===== src/rtl/hazard_scoreboard_if.sv =====
// rtl/hazard_scoreboard_if.sv - pipeline-to-hazard-unit signal bundle
//
// Carries the per-stage register addresses and write/load qualifiers, the
// long-latency issue/done handshakes, the redirect strobe, and the returned
// forwarding selects, stall/flush enables, busy vector and error flag.
//   master : pipeline side (drives stage info, consumes controls)
//   slave  : hazard_scoreboard (consumes stage info, drives controls)

interface hazard_scoreboard_if #(
   parameter int REG_AW   = 5,
   parameter int NUM_REGS = 32
);
   logic [REG_AW-1:0]   rs1_d, rs2_d, rd_d;
   logic                long_d, branch_d;
   logic [REG_AW-1:0]   rs1_e, rs2_e, rd_e;
   logic                reg_write_e, result_src_e;
   logic [REG_AW-1:0]   rd_m;
   logic                reg_write_m, result_src_m;
   logic [REG_AW-1:0]   rd_w;
   logic                reg_write_w;
   logic                issue_valid;
   logic [REG_AW-1:0]   issue_rd;
   logic                done_valid;
   logic [REG_AW-1:0]   done_rd;
   logic                redirect_e;
   logic [1:0]          forward_ae, forward_be;
   logic                forward_ad, forward_bd;
   logic                stall_f, stall_d, flush_d, flush_e;
   logic [NUM_REGS-1:0] busy_vec;
   logic                sb_err;

   modport master (
      output rs1_d, rs2_d, rd_d, long_d, branch_d,
      output rs1_e, rs2_e, rd_e, reg_write_e, result_src_e,
      output rd_m, reg_write_m, result_src_m, rd_w, reg_write_w,
      output issue_valid, issue_rd, done_valid, done_rd, redirect_e,
      input  forward_ae, forward_be, forward_ad, forward_bd,
      input  stall_f, stall_d, flush_d, flush_e, busy_vec, sb_err
   );

   modport slave (
      input  rs1_d, rs2_d, rd_d, long_d, branch_d,
      input  rs1_e, rs2_e, rd_e, reg_write_e, result_src_e,
      input  rd_m, reg_write_m, result_src_m, rd_w, reg_write_w,
      input  issue_valid, issue_rd, done_valid, done_rd, redirect_e,
      output forward_ae, forward_be, forward_ad, forward_bd,
      output stall_f, stall_d, flush_d, flush_e, busy_vec, sb_err
   );
endinterface


===== src/rtl/hazard_scoreboard.sv =====
// rtl/hazard_scoreboard.sv - RV32 5-stage hazard unit with long-latency busy scoreboard
//
// Ports:
//   clk             rising-edge clock
//   rst             synchronous active-high reset
//   hz              hazard_scoreboard_if.slave bundle (stage info in, controls out)
//   stall_cycles    (HAZARD_PERF_EN only) cycles with stall_d asserted, wraps
//   sb_stall_cycles (HAZARD_PERF_EN only) cycles stalled by the scoreboard
//                   while no redirect is pending, wraps
// Optional feature macro: HAZARD_PERF_EN

module hazard_scoreboard #(
   parameter int REG_AW          = 5,
   parameter int NUM_REGS        = 32,
   parameter int MAX_OUTSTANDING = 4
) (
   input  logic               clk,
   input  logic               rst,
   hazard_scoreboard_if.slave hz
`ifdef HAZARD_PERF_EN
   ,
   output logic [31:0]        stall_cycles,
   output logic [31:0]        sb_stall_cycles
`endif
);

   localparam int CNT_W = $clog2(MAX_OUTSTANDING + 1);
   localparam int POP_W = $clog2(NUM_REGS + 1);
   localparam logic [CNT_W-1:0] MAX_CNT = CNT_W'(MAX_OUTSTANDING);
   localparam logic [POP_W-1:0] MAX_POP = POP_W'(MAX_OUTSTANDING);

   logic [NUM_REGS-1:0] busy_q, busy_nxt, set_mask, clr_mask;
   logic [CNT_W-1:0]    count_q, count_nxt;
   logic [POP_W-1:0]    pop;
   logic                err_q;
   logic                count_full, issue_err, done_err;
   logic                lw_stall, br_stall, sb_stall, stall;
   logic                stall_d_int;

   // ---------------- scoreboard next state ----------------
   always_comb begin
      set_mask = '0;
      clr_mask = '0;
      if (hz.issue_valid && hz.issue_rd != '0)
         set_mask[hz.issue_rd] = 1'b1;
      if (hz.done_valid)
         clr_mask[hz.done_rd] = 1'b1;
      // set after clear: a new producer on the completing register stays busy
      busy_nxt    = (busy_q & ~clr_mask) | set_mask;
      busy_nxt[0] = 1'b0;
   end

   // Count is derived from the next busy vector rather than inc/dec so it can
   // never drift from the real population after illegal issues or completions;
   // it saturates at the outstanding limit.
   always_comb begin
      pop = '0;
      for (int i = 1; i < NUM_REGS; i++)
         pop = pop + POP_W'(busy_nxt[i]);
      if (pop >= MAX_POP)
         count_nxt = MAX_CNT;
      else
         count_nxt = pop[CNT_W-1:0];
   end

   assign count_full = (count_q == MAX_CNT);
   assign issue_err  = hz.issue_valid && (hz.issue_rd != '0) &&
                       (busy_q[hz.issue_rd] || count_full);
   assign done_err   = hz.done_valid &&
                       ((hz.done_rd == '0) || !busy_q[hz.done_rd]);

   always_ff @(posedge clk) begin
      if (rst) begin
         busy_q  <= '0;
         count_q <= '0;
         err_q   <= 1'b0;
      end else begin
         busy_q  <= busy_nxt;
         count_q <= count_nxt;
         if (issue_err || done_err)
            err_q <= 1'b1;
      end
   end

   // ---------------- forwarding ----------------
   always_comb begin
      hz.forward_ae = 2'b00;
      if (hz.rs1_e != '0 && hz.reg_write_m && hz.rd_m == hz.rs1_e)
         hz.forward_ae = 2'b10;
      else if (hz.rs1_e != '0 && hz.reg_write_w && hz.rd_w == hz.rs1_e)
         hz.forward_ae = 2'b01;

      hz.forward_be = 2'b00;
      if (hz.rs2_e != '0 && hz.reg_write_m && hz.rd_m == hz.rs2_e)
         hz.forward_be = 2'b10;
      else if (hz.rs2_e != '0 && hz.reg_write_w && hz.rd_w == hz.rs2_e)
         hz.forward_be = 2'b01;
   end

   assign hz.forward_ad = (hz.rs1_d != '0) && hz.reg_write_m && (hz.rd_m == hz.rs1_d);
   assign hz.forward_bd = (hz.rs2_d != '0) && hz.reg_write_m && (hz.rd_m == hz.rs2_d);

   // ---------------- stall detection ----------------
   assign lw_stall = hz.reg_write_e && hz.result_src_e && (hz.rd_e != '0) &&
                     ((hz.rd_e == hz.rs1_d) || (hz.rd_e == hz.rs2_d));

   // Branches compare in D, so an E-stage ALU result or an M-stage load
   // result is not yet available to the comparator.
   assign br_stall = hz.branch_d &&
                     ((hz.reg_write_e && (hz.rd_e != '0) &&
                       ((hz.rd_e == hz.rs1_d) || (hz.rd_e == hz.rs2_d))) ||
                      (hz.reg_write_m && hz.result_src_m && (hz.rd_m != '0) &&
                       ((hz.rd_m == hz.rs1_d) || (hz.rd_m == hz.rs2_d))));

   // RAW on a busy source, WAW on a busy destination, or no free slot.
   assign sb_stall = busy_q[hz.rs1_d] || busy_q[hz.rs2_d] ||
                     (hz.long_d && (hz.rd_d != '0) &&
                      (busy_q[hz.rd_d] || count_full));

   assign stall = lw_stall || br_stall || sb_stall;

   // ---------------- pipeline control ----------------
   always_comb begin
      if (hz.redirect_e) begin
         stall_d_int = 1'b0;
         hz.stall_f  = 1'b0;
         hz.flush_d  = 1'b1;
         hz.flush_e  = 1'b1;
      end else begin
         stall_d_int = stall;
         hz.stall_f  = stall;
         hz.flush_d  = 1'b0;
         hz.flush_e  = stall;
      end
   end

   assign hz.stall_d  = stall_d_int;
   assign hz.busy_vec = busy_q;
   assign hz.sb_err   = err_q;

`ifdef HAZARD_PERF_EN
   always_ff @(posedge clk) begin
      if (rst) begin
         stall_cycles    <= '0;
         sb_stall_cycles <= '0;
      end else begin
         if (stall_d_int)
            stall_cycles <= stall_cycles + 32'd1;
         if (sb_stall && !hz.redirect_e)
            sb_stall_cycles <= sb_stall_cycles + 32'd1;
      end
   end
`endif

endmodule


===== src/flat_wrapper.sv =====
// flat-port wrapper written by rule: the top's interface ports become plain ports
module hazard_scoreboard_flat 
#(
   parameter int REG_AW          = 5,
   parameter int NUM_REGS        = 32,
   parameter int MAX_OUTSTANDING = 4
)
  (clk, rst, hz_rs1_d, hz_rs2_d, hz_rd_d, hz_long_d, hz_branch_d, hz_rs1_e, hz_rs2_e, hz_rd_e, hz_reg_write_e, hz_result_src_e, hz_rd_m, hz_reg_write_m, hz_result_src_m, hz_rd_w, hz_reg_write_w, hz_issue_valid, hz_issue_rd, hz_done_valid, hz_done_rd, hz_redirect_e, hz_forward_ae, hz_forward_be, hz_forward_ad, hz_forward_bd, hz_stall_f, hz_stall_d, hz_flush_d, hz_flush_e, hz_busy_vec, hz_sb_err);
  hazard_scoreboard_if #(.REG_AW(REG_AW), .NUM_REGS(NUM_REGS)) hz_i ();
  input  logic clk;
  input  logic rst;
  input wire logic [$bits(hz_i.rs1_d)-1:0] hz_rs1_d;
  input wire logic [$bits(hz_i.rs2_d)-1:0] hz_rs2_d;
  input wire logic [$bits(hz_i.rd_d)-1:0] hz_rd_d;
  input wire logic [$bits(hz_i.long_d)-1:0] hz_long_d;
  input wire logic [$bits(hz_i.branch_d)-1:0] hz_branch_d;
  input wire logic [$bits(hz_i.rs1_e)-1:0] hz_rs1_e;
  input wire logic [$bits(hz_i.rs2_e)-1:0] hz_rs2_e;
  input wire logic [$bits(hz_i.rd_e)-1:0] hz_rd_e;
  input wire logic [$bits(hz_i.reg_write_e)-1:0] hz_reg_write_e;
  input wire logic [$bits(hz_i.result_src_e)-1:0] hz_result_src_e;
  input wire logic [$bits(hz_i.rd_m)-1:0] hz_rd_m;
  input wire logic [$bits(hz_i.reg_write_m)-1:0] hz_reg_write_m;
  input wire logic [$bits(hz_i.result_src_m)-1:0] hz_result_src_m;
  input wire logic [$bits(hz_i.rd_w)-1:0] hz_rd_w;
  input wire logic [$bits(hz_i.reg_write_w)-1:0] hz_reg_write_w;
  input wire logic [$bits(hz_i.issue_valid)-1:0] hz_issue_valid;
  input wire logic [$bits(hz_i.issue_rd)-1:0] hz_issue_rd;
  input wire logic [$bits(hz_i.done_valid)-1:0] hz_done_valid;
  input wire logic [$bits(hz_i.done_rd)-1:0] hz_done_rd;
  input wire logic [$bits(hz_i.redirect_e)-1:0] hz_redirect_e;
  output wire logic [$bits(hz_i.forward_ae)-1:0] hz_forward_ae;
  output wire logic [$bits(hz_i.forward_be)-1:0] hz_forward_be;
  output wire logic [$bits(hz_i.forward_ad)-1:0] hz_forward_ad;
  output wire logic [$bits(hz_i.forward_bd)-1:0] hz_forward_bd;
  output wire logic [$bits(hz_i.stall_f)-1:0] hz_stall_f;
  output wire logic [$bits(hz_i.stall_d)-1:0] hz_stall_d;
  output wire logic [$bits(hz_i.flush_d)-1:0] hz_flush_d;
  output wire logic [$bits(hz_i.flush_e)-1:0] hz_flush_e;
  output wire logic [$bits(hz_i.busy_vec)-1:0] hz_busy_vec;
  output wire logic [$bits(hz_i.sb_err)-1:0] hz_sb_err;
  assign hz_i.rs1_d = hz_rs1_d;
  assign hz_i.rs2_d = hz_rs2_d;
  assign hz_i.rd_d = hz_rd_d;
  assign hz_i.long_d = hz_long_d;
  assign hz_i.branch_d = hz_branch_d;
  assign hz_i.rs1_e = hz_rs1_e;
  assign hz_i.rs2_e = hz_rs2_e;
  assign hz_i.rd_e = hz_rd_e;
  assign hz_i.reg_write_e = hz_reg_write_e;
  assign hz_i.result_src_e = hz_result_src_e;
  assign hz_i.rd_m = hz_rd_m;
  assign hz_i.reg_write_m = hz_reg_write_m;
  assign hz_i.result_src_m = hz_result_src_m;
  assign hz_i.rd_w = hz_rd_w;
  assign hz_i.reg_write_w = hz_reg_write_w;
  assign hz_i.issue_valid = hz_issue_valid;
  assign hz_i.issue_rd = hz_issue_rd;
  assign hz_i.done_valid = hz_done_valid;
  assign hz_i.done_rd = hz_done_rd;
  assign hz_i.redirect_e = hz_redirect_e;
  assign hz_forward_ae = hz_i.forward_ae;
  assign hz_forward_be = hz_i.forward_be;
  assign hz_forward_ad = hz_i.forward_ad;
  assign hz_forward_bd = hz_i.forward_bd;
  assign hz_stall_f = hz_i.stall_f;
  assign hz_stall_d = hz_i.stall_d;
  assign hz_flush_d = hz_i.flush_d;
  assign hz_flush_e = hz_i.flush_e;
  assign hz_busy_vec = hz_i.busy_vec;
  assign hz_sb_err = hz_i.sb_err;
  hazard_scoreboard #(.REG_AW(REG_AW), .NUM_REGS(NUM_REGS), .MAX_OUTSTANDING(MAX_OUTSTANDING)) u_core (.clk(clk), .rst(rst), .hz(hz_i));
endmodule

===== config.mk =====
export PLATFORM = sky130hd
export DESIGN_NAME = hazard_scoreboard_flat
export DESIGN_NICKNAME = d
export VERILOG_FILES = /design/src/rtl/hazard_scoreboard_if.sv /design/src/rtl/hazard_scoreboard.sv /design/src/flat_wrapper.sv
export SDC_FILE = /design/constraint.sdc
export NUM_CORES = 1
export LEC_CHECK = 0
export BUFFER_PORTS_ARGS = -buffer_cell sky130_fd_sc_hd__buf_2
export CAP_MARGIN = 30
export CORE_UTILIZATION = 43
export DETAILED_ROUTE_END_ITERATION = 7
export HOLD_SLACK_MARGIN = 0.12
export PLACE_DENSITY = 0.67
export SYNTH_ARGS = -nofsm -noshare
export SYNTH_HDL_FRONTEND = slang
export SYNTH_SLANG_ARGS = --single-unit

===== constraint.sdc =====
create_clock -name clk -period 13.43 [get_ports clk]
set_input_delay 0.6715 -clock clk [delete_from_list [all_inputs] [get_ports clk]]
set_output_delay 0.6715 -clock clk [all_outputs]
set_load 0.05 [all_outputs]

After elaboration in Yosys (flattened, before gate mapping)
Cells that the tools add are included.
{"block": "totals", "input_bits": 62, "out_inout_bits": 43, "word_cells": 129, "ff_bits": 36}
{"block": "classes", "muxes": 24, "add_sub_neg": 30, "n_bitwise": 3, "n_reduce_logical": 50, "n_eq_ne": 9, "magnitude_cmp": 8}
{"operator": "$add A6 B1 Y6", "count": 29}
{"operator": "$mux W32", "count": 2}
{"operator": "$eq A5 B5 Y1", "count": 8}
{"operator": "$reduce_bool A5 Y1", "count": 8}
{"operator": "$and A32 B32 Y32", "count": 1}
{"operator": "$not A32 Y32", "count": 1}
{"operator": "$or A32 B32 Y32", "count": 1}
{"operator": "$lt A5 B6 Y1 const B", "count": 5}
{"operator": "$logic_and A1 B1 Y1", "count": 28}
{"operator": "$bmux W1 S5", "count": 5}
{"operator": "$mux W1", "count": 12}
{"operator": "$logic_or A1 B1 Y1", "count": 11}
{"operator": "$demux W1 S5", "count": 2}
{"operator": "$ge A5 B1 Y1 const B", "count": 2}
{"operator": "$ge A6 B3 Y1 const B", "count": 1}
{"operator": "$logic_not A5 Y1", "count": 1}
{"operator": "$mux W2", "count": 2}
{"operator": "$eq A3 B3 Y1 const B", "count": 1}
{"operator": "$mux W3", "count": 1}
{"operator": "$add A1 B1 Y2", "count": 1}
{"operator": "$reduce_or A2 Y1", "count": 1}
{"operator": "$logic_not A1 Y1", "count": 1}

Logic depth before layout (Yosys ltp)
{"block": "depth", "ltp_word": 40, "mapped_depth": 24}

Worst setup path before layout
OpenSTA, ideal clock, no wires.
{"block": "synth_timing", "path_type": "input to register", "from": "in hz_issue_rd[1]", "to": "reg u_core.count_q[2]", "path_slack_ns": 7.247, "n_path_buf": 3, "path_stages": 24, "arrival_time_ns": 6.055, "setup_ns": 0.128, "required_time_ns": 13.302, "cell_sequence": "buf_6 buf_2 and3b_1 clkbuf_1 a22o_1 ha_1 fa_1 inv_1 fa_1 inv_1 fa_1 fa_1 inv_1 fa_1 fa_1 inv_1 ha_1 inv_1 fa_1 nor2_1 nand2_1 a21oi_1 o21ai_0 nor2b_1"}
{"block": "synth_between", "elab_chain_cells": 38, "word_cells_on_any_way": 41, "cone_classes": "add/sub (30); order compare (3); mux (4); bitwise (1); reduce/logical (3)"}
{"item": "start, declared", "line_no": "flat_wrapper.sv:28", "text": "input wire logic [$bits(hz_i.issue_rd)-1:0] hz_issue_rd;"}
{"item": "$lt A5 B6 Y1 (implied by the code) or $ge A5 B1 Y1 (tied branches)", "line_no": "hazard_scoreboard.sv:45", "text": "set_mask[hz.issue_rd] = 1'b1;"}
{"item": "$logic_and A1 B1 Y1 (implied by the code)", "line_no": "hazard_scoreboard.sv:45"}
{"item": "$mux W1 (implied by the code)", "line_no": "hazard_scoreboard.sv:45"}
{"item": "$demux W1 S5"}
{"item": "$mux W32 *", "line_no": "hazard_scoreboard.sv:44", "text": "if (hz.issue_valid && hz.issue_rd != '0)"}
{"item": "$or A32 B32 Y32 *", "line_no": "hazard_scoreboard.sv:49", "text": "busy_nxt = (busy_q & ~clr_mask) | set_mask;"}
{"item": "via u_core.busy_nxt[2]", "line_no": "hazard_scoreboard.sv:32", "text": "logic [NUM_REGS-1:0] busy_q, busy_nxt, set_mask, clr_mask;"}
{"item": "$add A1 B1 Y2 *", "line_no": "hazard_scoreboard.sv:59", "text": "pop = pop + POP_W'(busy_nxt[i]);"}
{"item": "$add A6 B1 Y6 * (29 in a row)", "line_no": "hazard_scoreboard.sv:59"}
{"item": "$ge A6 B3 Y1", "line_no": "hazard_scoreboard.sv:60", "text": "if (pop >= MAX_POP)"}
{"item": "$mux W3 *", "line_no": "hazard_scoreboard.sv:60"}
{"item": "end signal, assigned", "line_no": "hazard_scoreboard.sv:79", "text": "count_q <= count_nxt;"}
{"item": "end, declared", "line_no": "hazard_scoreboard.sv:33", "text": "logic [CNT_W-1:0] count_q, count_nxt;"}
Mark *: on every way through the listed nets, which the timed path passes. The rest lies on a longest branch.
A chain may end at the register's enable or synchronous reset.

Worst setup path after layout
{"block": "layout_timing", "from": "in hz_done_rd[0]", "to": "reg u_core.count_q[2]"}
{"block": "layout_between", "elab_chain_cells": 40, "word_cells_on_any_way": 41, "cone_classes": "add/sub (30); order compare (3); mux (4); bitwise (3); reduce/logical (1)"}
{"item": "start, declared", "line_no": "flat_wrapper.sv:30", "text": "input wire logic [$bits(hz_i.done_rd)-1:0] hz_done_rd;"}
{"item": "$lt A5 B6 Y1 (implied by the code) or $ge A5 B1 Y1 (tied branches)", "line_no": "hazard_scoreboard.sv:47", "text": "clr_mask[hz.done_rd] = 1'b1;"}
{"item": "$logic_and A1 B1 Y1 (implied by the code)", "line_no": "hazard_scoreboard.sv:47"}
{"item": "$mux W1 (implied by the code)", "line_no": "hazard_scoreboard.sv:47"}
{"item": "$demux W1 S5 *"}
{"item": "$mux W32 *", "line_no": "hazard_scoreboard.sv:46", "text": "if (hz.done_valid)"}
{"item": "$not A32 Y32 *", "line_no": "hazard_scoreboard.sv:49"}
{"item": "$and A32 B32 Y32 *", "line_no": "hazard_scoreboard.sv:49"}
{"item": "$or A32 B32 Y32 *", "line_no": "hazard_scoreboard.sv:49"}
{"item": "via u_core.busy_nxt[1]", "line_no": "hazard_scoreboard.sv:32"}
{"item": "$add A1 B1 Y2 *", "line_no": "hazard_scoreboard.sv:59"}
{"item": "$add A6 B1 Y6 * (29 in a row)", "line_no": "hazard_scoreboard.sv:59"}
{"item": "$ge A6 B3 Y1", "line_no": "hazard_scoreboard.sv:60"}
{"item": "$mux W3 *", "line_no": "hazard_scoreboard.sv:60"}
Marks and branches as above.

==> results.toml <==
[route]
detail_route.vias_per_cell = 6.143
drt_iter0_markers = 379
dr.pass1.iters = 5
wl_per_cell_um = 20.75
drc = 0
vias = 4122
wl_um = 13920
ant_nets = 0

[worst_setup_path]
cp.required_ps = 13590
start_kind = "input pin"
end_kind = "register"
crit_type = "in -> reg"
crit_path_start = "hz_done_rd[0]"
slowest_stage = "fa_1"
crit_fanout = 12
path_cells = "buf_2 -> nand2_1 -> nor2_1 -> nand2_1 -> a22o_1 -> ha_1 -> fa_1 -> inv_1 -> fa_1 -> inv_1 -> fa_1 -> fa_1 -> inv_1 -> fa_1 -> fa_1 -> inv_1 -> ha_1 -> inv_1 -> fa_1 -> nor2_1 -> nand2_1 -> a21oi_1 -> o21ai_0 -> nor2b_1"
crit_arrival_ps = 6500
worstRegToRegCells = 20
worstReg2RegEnd = "u_core.count_q[2]"
cp_top_family = "adder cells"
slowest_delay_ps = 550
cp_common_cell = "fa_1"
r2r-start = "u_core.hz.busy_vec[1]"
r2r_slack_ps = 7840
path_buf_inv = 6

[placed_design]
place_congestion = 0.9687
dp_hpwl_um = 10750
port_buffers = 103

[timing]
fin_tns_setup_ps = 0
min_period_over_period_pct = 47.24
hold-worst-slack_ps = 662.0
slew_viol_final = 0
worst_pin_slew_ps = 780.5
fmax_ghz = 0.1576
relSlewSlack_pct = 47.85
setup_viol = 0
fin_crit_ps = 6345
hold_violations = 0
grt_setup_unrepaired = "false"
fin_skew_ps = 6.657

[synthesis]
synth_top_cell_by_area = "dfxtp_1"
synthArstFlopShare_pct = 0
synthesis.nets = 563
syn_area_per_cell_sq_um = 9.055
synth_top_area_share_pct = 16.50
synthDistinctLibCells = 43
synth_edf_count = 0
synth_warnings = 0
syn_area_sq_um = 4247
seq_area_frac_synth_pct = 16.50
syn-instance-count = 469
yosysMostFrequentCell = "nand2_1"
synth_flop_cell = "dfxtp_1"
ys_top_cells_by_count = "52 x nand2_1, 36 x nor2_1, 35 x dfxtp_1, 30 x inv_1, 27 x mux4_2"
synth_area_leaders = "dfxtp_1 16%, mux4_2 14%, fa_1 11%"
synth_seq_cells = 35

[floorplanning]
rows = 35
die_w_um = 101.4
fp.dieH_um = 101.4
die-area_sq_um = 10280
io_pins = 105
core_area_sq_um = 9415
start_util_pct = 45.10

[clock_tree]
clkSinkCount = 35
cts_hold_buf = 0
cts_inserted_buffers = 5
h-tree-depth = 2
cts_resized = 0
post_cts_buffers = 0
clk_pin_slew_ps = 70
cts_root_buf = "clkbuf_8"
clkLatencyLatePin_ps = 290
cts_tree = "yes"
clk_path_buf_depth = 2

[global_routing]
grt_pass1_wl_um = 21250
grt_util_all_layers_pct = 27.77
gr-total-overflow = 0
grt_pass1_vias = 3934
grt_max_degree = 37
antenna_found_initial = 1

[pwr]
peakVddDrop_mv = 0.04217
power_density_nw_per_um2 = 64.26
cellLeakagePower_nw = 2.109

[final_layout]
seq_area_sq_um = 700.7
final_layout_size_suffix_gt1_share_pct = 26.25
nFillCells = 907
multi_input_area_sq_um = 3236
fin_nets = 634
synthToLayoutAreaGrowth_pct = 14.17

[job]
maxCapViolCount = 0

[min_path]
min_to = "u_core.hz.sb_err"
min_path_type = "reg -> reg"
hold_path_depth = 4
hp-start = "u_core.hz.sb_err"

[outcome]
run_status = "finished, final reports clean"
power breakdown:
part / switching (mW) / internal [mW]
clock: 0.0415 / 0.0553
sequential: 0.00377 / 0.107
combinational: 0.0633 / 0.0405
cells in the final DEF (no fill, tap or decap), types with 8 or more instances in the layout:
master and count:
mux4_2 27, mux2i_1 18, nor2b_1 20, inv_1 30
xnor2_1 20, nor3_1 12, nor2_1 36, xor2_1 20
ha_1 9, a22oi_1 21, a21oi_1 8, a22o_1 15
dfxtp_1 35, buf_2 103, nor3b_1 8, nand2_1 52
fa_1 23, nand3_1 12
worst register-to-register path, stage by stage, from the launching register on:
cell,delay (ps)
dfxtp_1,400
a22o_1,260
ha_1,310
fa_1,540
inv_1,70
fa_1,530
inv_1,50
fa_1,480
fa_1,540
inv_1,50
fa_1,550
fa_1,420
inv_1,80
ha_1,170
inv_1,50
fa_1,370
nor2_1,110
nand2_1,60
a21oi_1,100
o21ai_0,130
nor2b_1,170
state kept, by name, indices dropped and copies added, names as in the netlist:
signal / flops
u_core.hz.busy_vec: 31
u_core.count_q: 3
u_core.hz.sb_err: 1
logic make-up (layout without fill, tap and decap cells):
group | count (synthesis) | in the layout | share of synthesized area (%)
xor+xnor | 40 | 40 | 8.250
mux | 52 | 52 | 22.19
buf+inv | 70 | 142 | 7.307
other cells | 1 | 2 | 0.08831
compound gates | 63 | 63 | 10.90
simple gates | 176 | 176 | 21.27
flops | 35 | 35 | 16.50
fa+ha+maj | 32 | 32 | 13.49
layout make-up:
class,instances,share of cell area [%]
inverters,30,2.323
diodes,1,0.05161
clock buffers,5,1.419
well taps,129,3.329
clock inverters,3,0.9032
repair buffers,104,10.79
flip-flops and latches,35,14.45
multi-input cells,364,66.74
worst max path at each step:
stage,end,cells past startpoint
after floorplan,u_core.count_q[2],24
after global placement,u_core.count_q[2],23
after detailed placement,u_core.count_q[2],24
after CTS,u_core.count_q[2],24
after global routing,u_core.count_q[2],24
final,u_core.count_q[2],24
metrics by stage:
stage          instances  power (mW)  util (%)  area, sq um  worst slack (ps)
2_1_floorplan        469      0.1888         -         4247              7247
3_3_place_gp         662      0.2137     50.27         4733              6919
3_5_place_dp         662      0.2168     50.27         4733              6767
4_1_cts              670      0.3136     51.47         4846              7095
5_1_grt              671      0.3283     51.50         4848              6717
6_report             671      0.3116     51.50         4848              7085
routing by layer:
layer | track usage, % | vias to the layer above | wire, um
met5 | 0 | - | 0
met4 | 14.05 | 0 | 685
met3 | 3.727 | 54 | 1238
met2 | 46.94 | 262 | 6748
met1 | 34.88 | 1980 | 5250
li1 | - | 1826 | -
(Power assumes the default switching activity.)
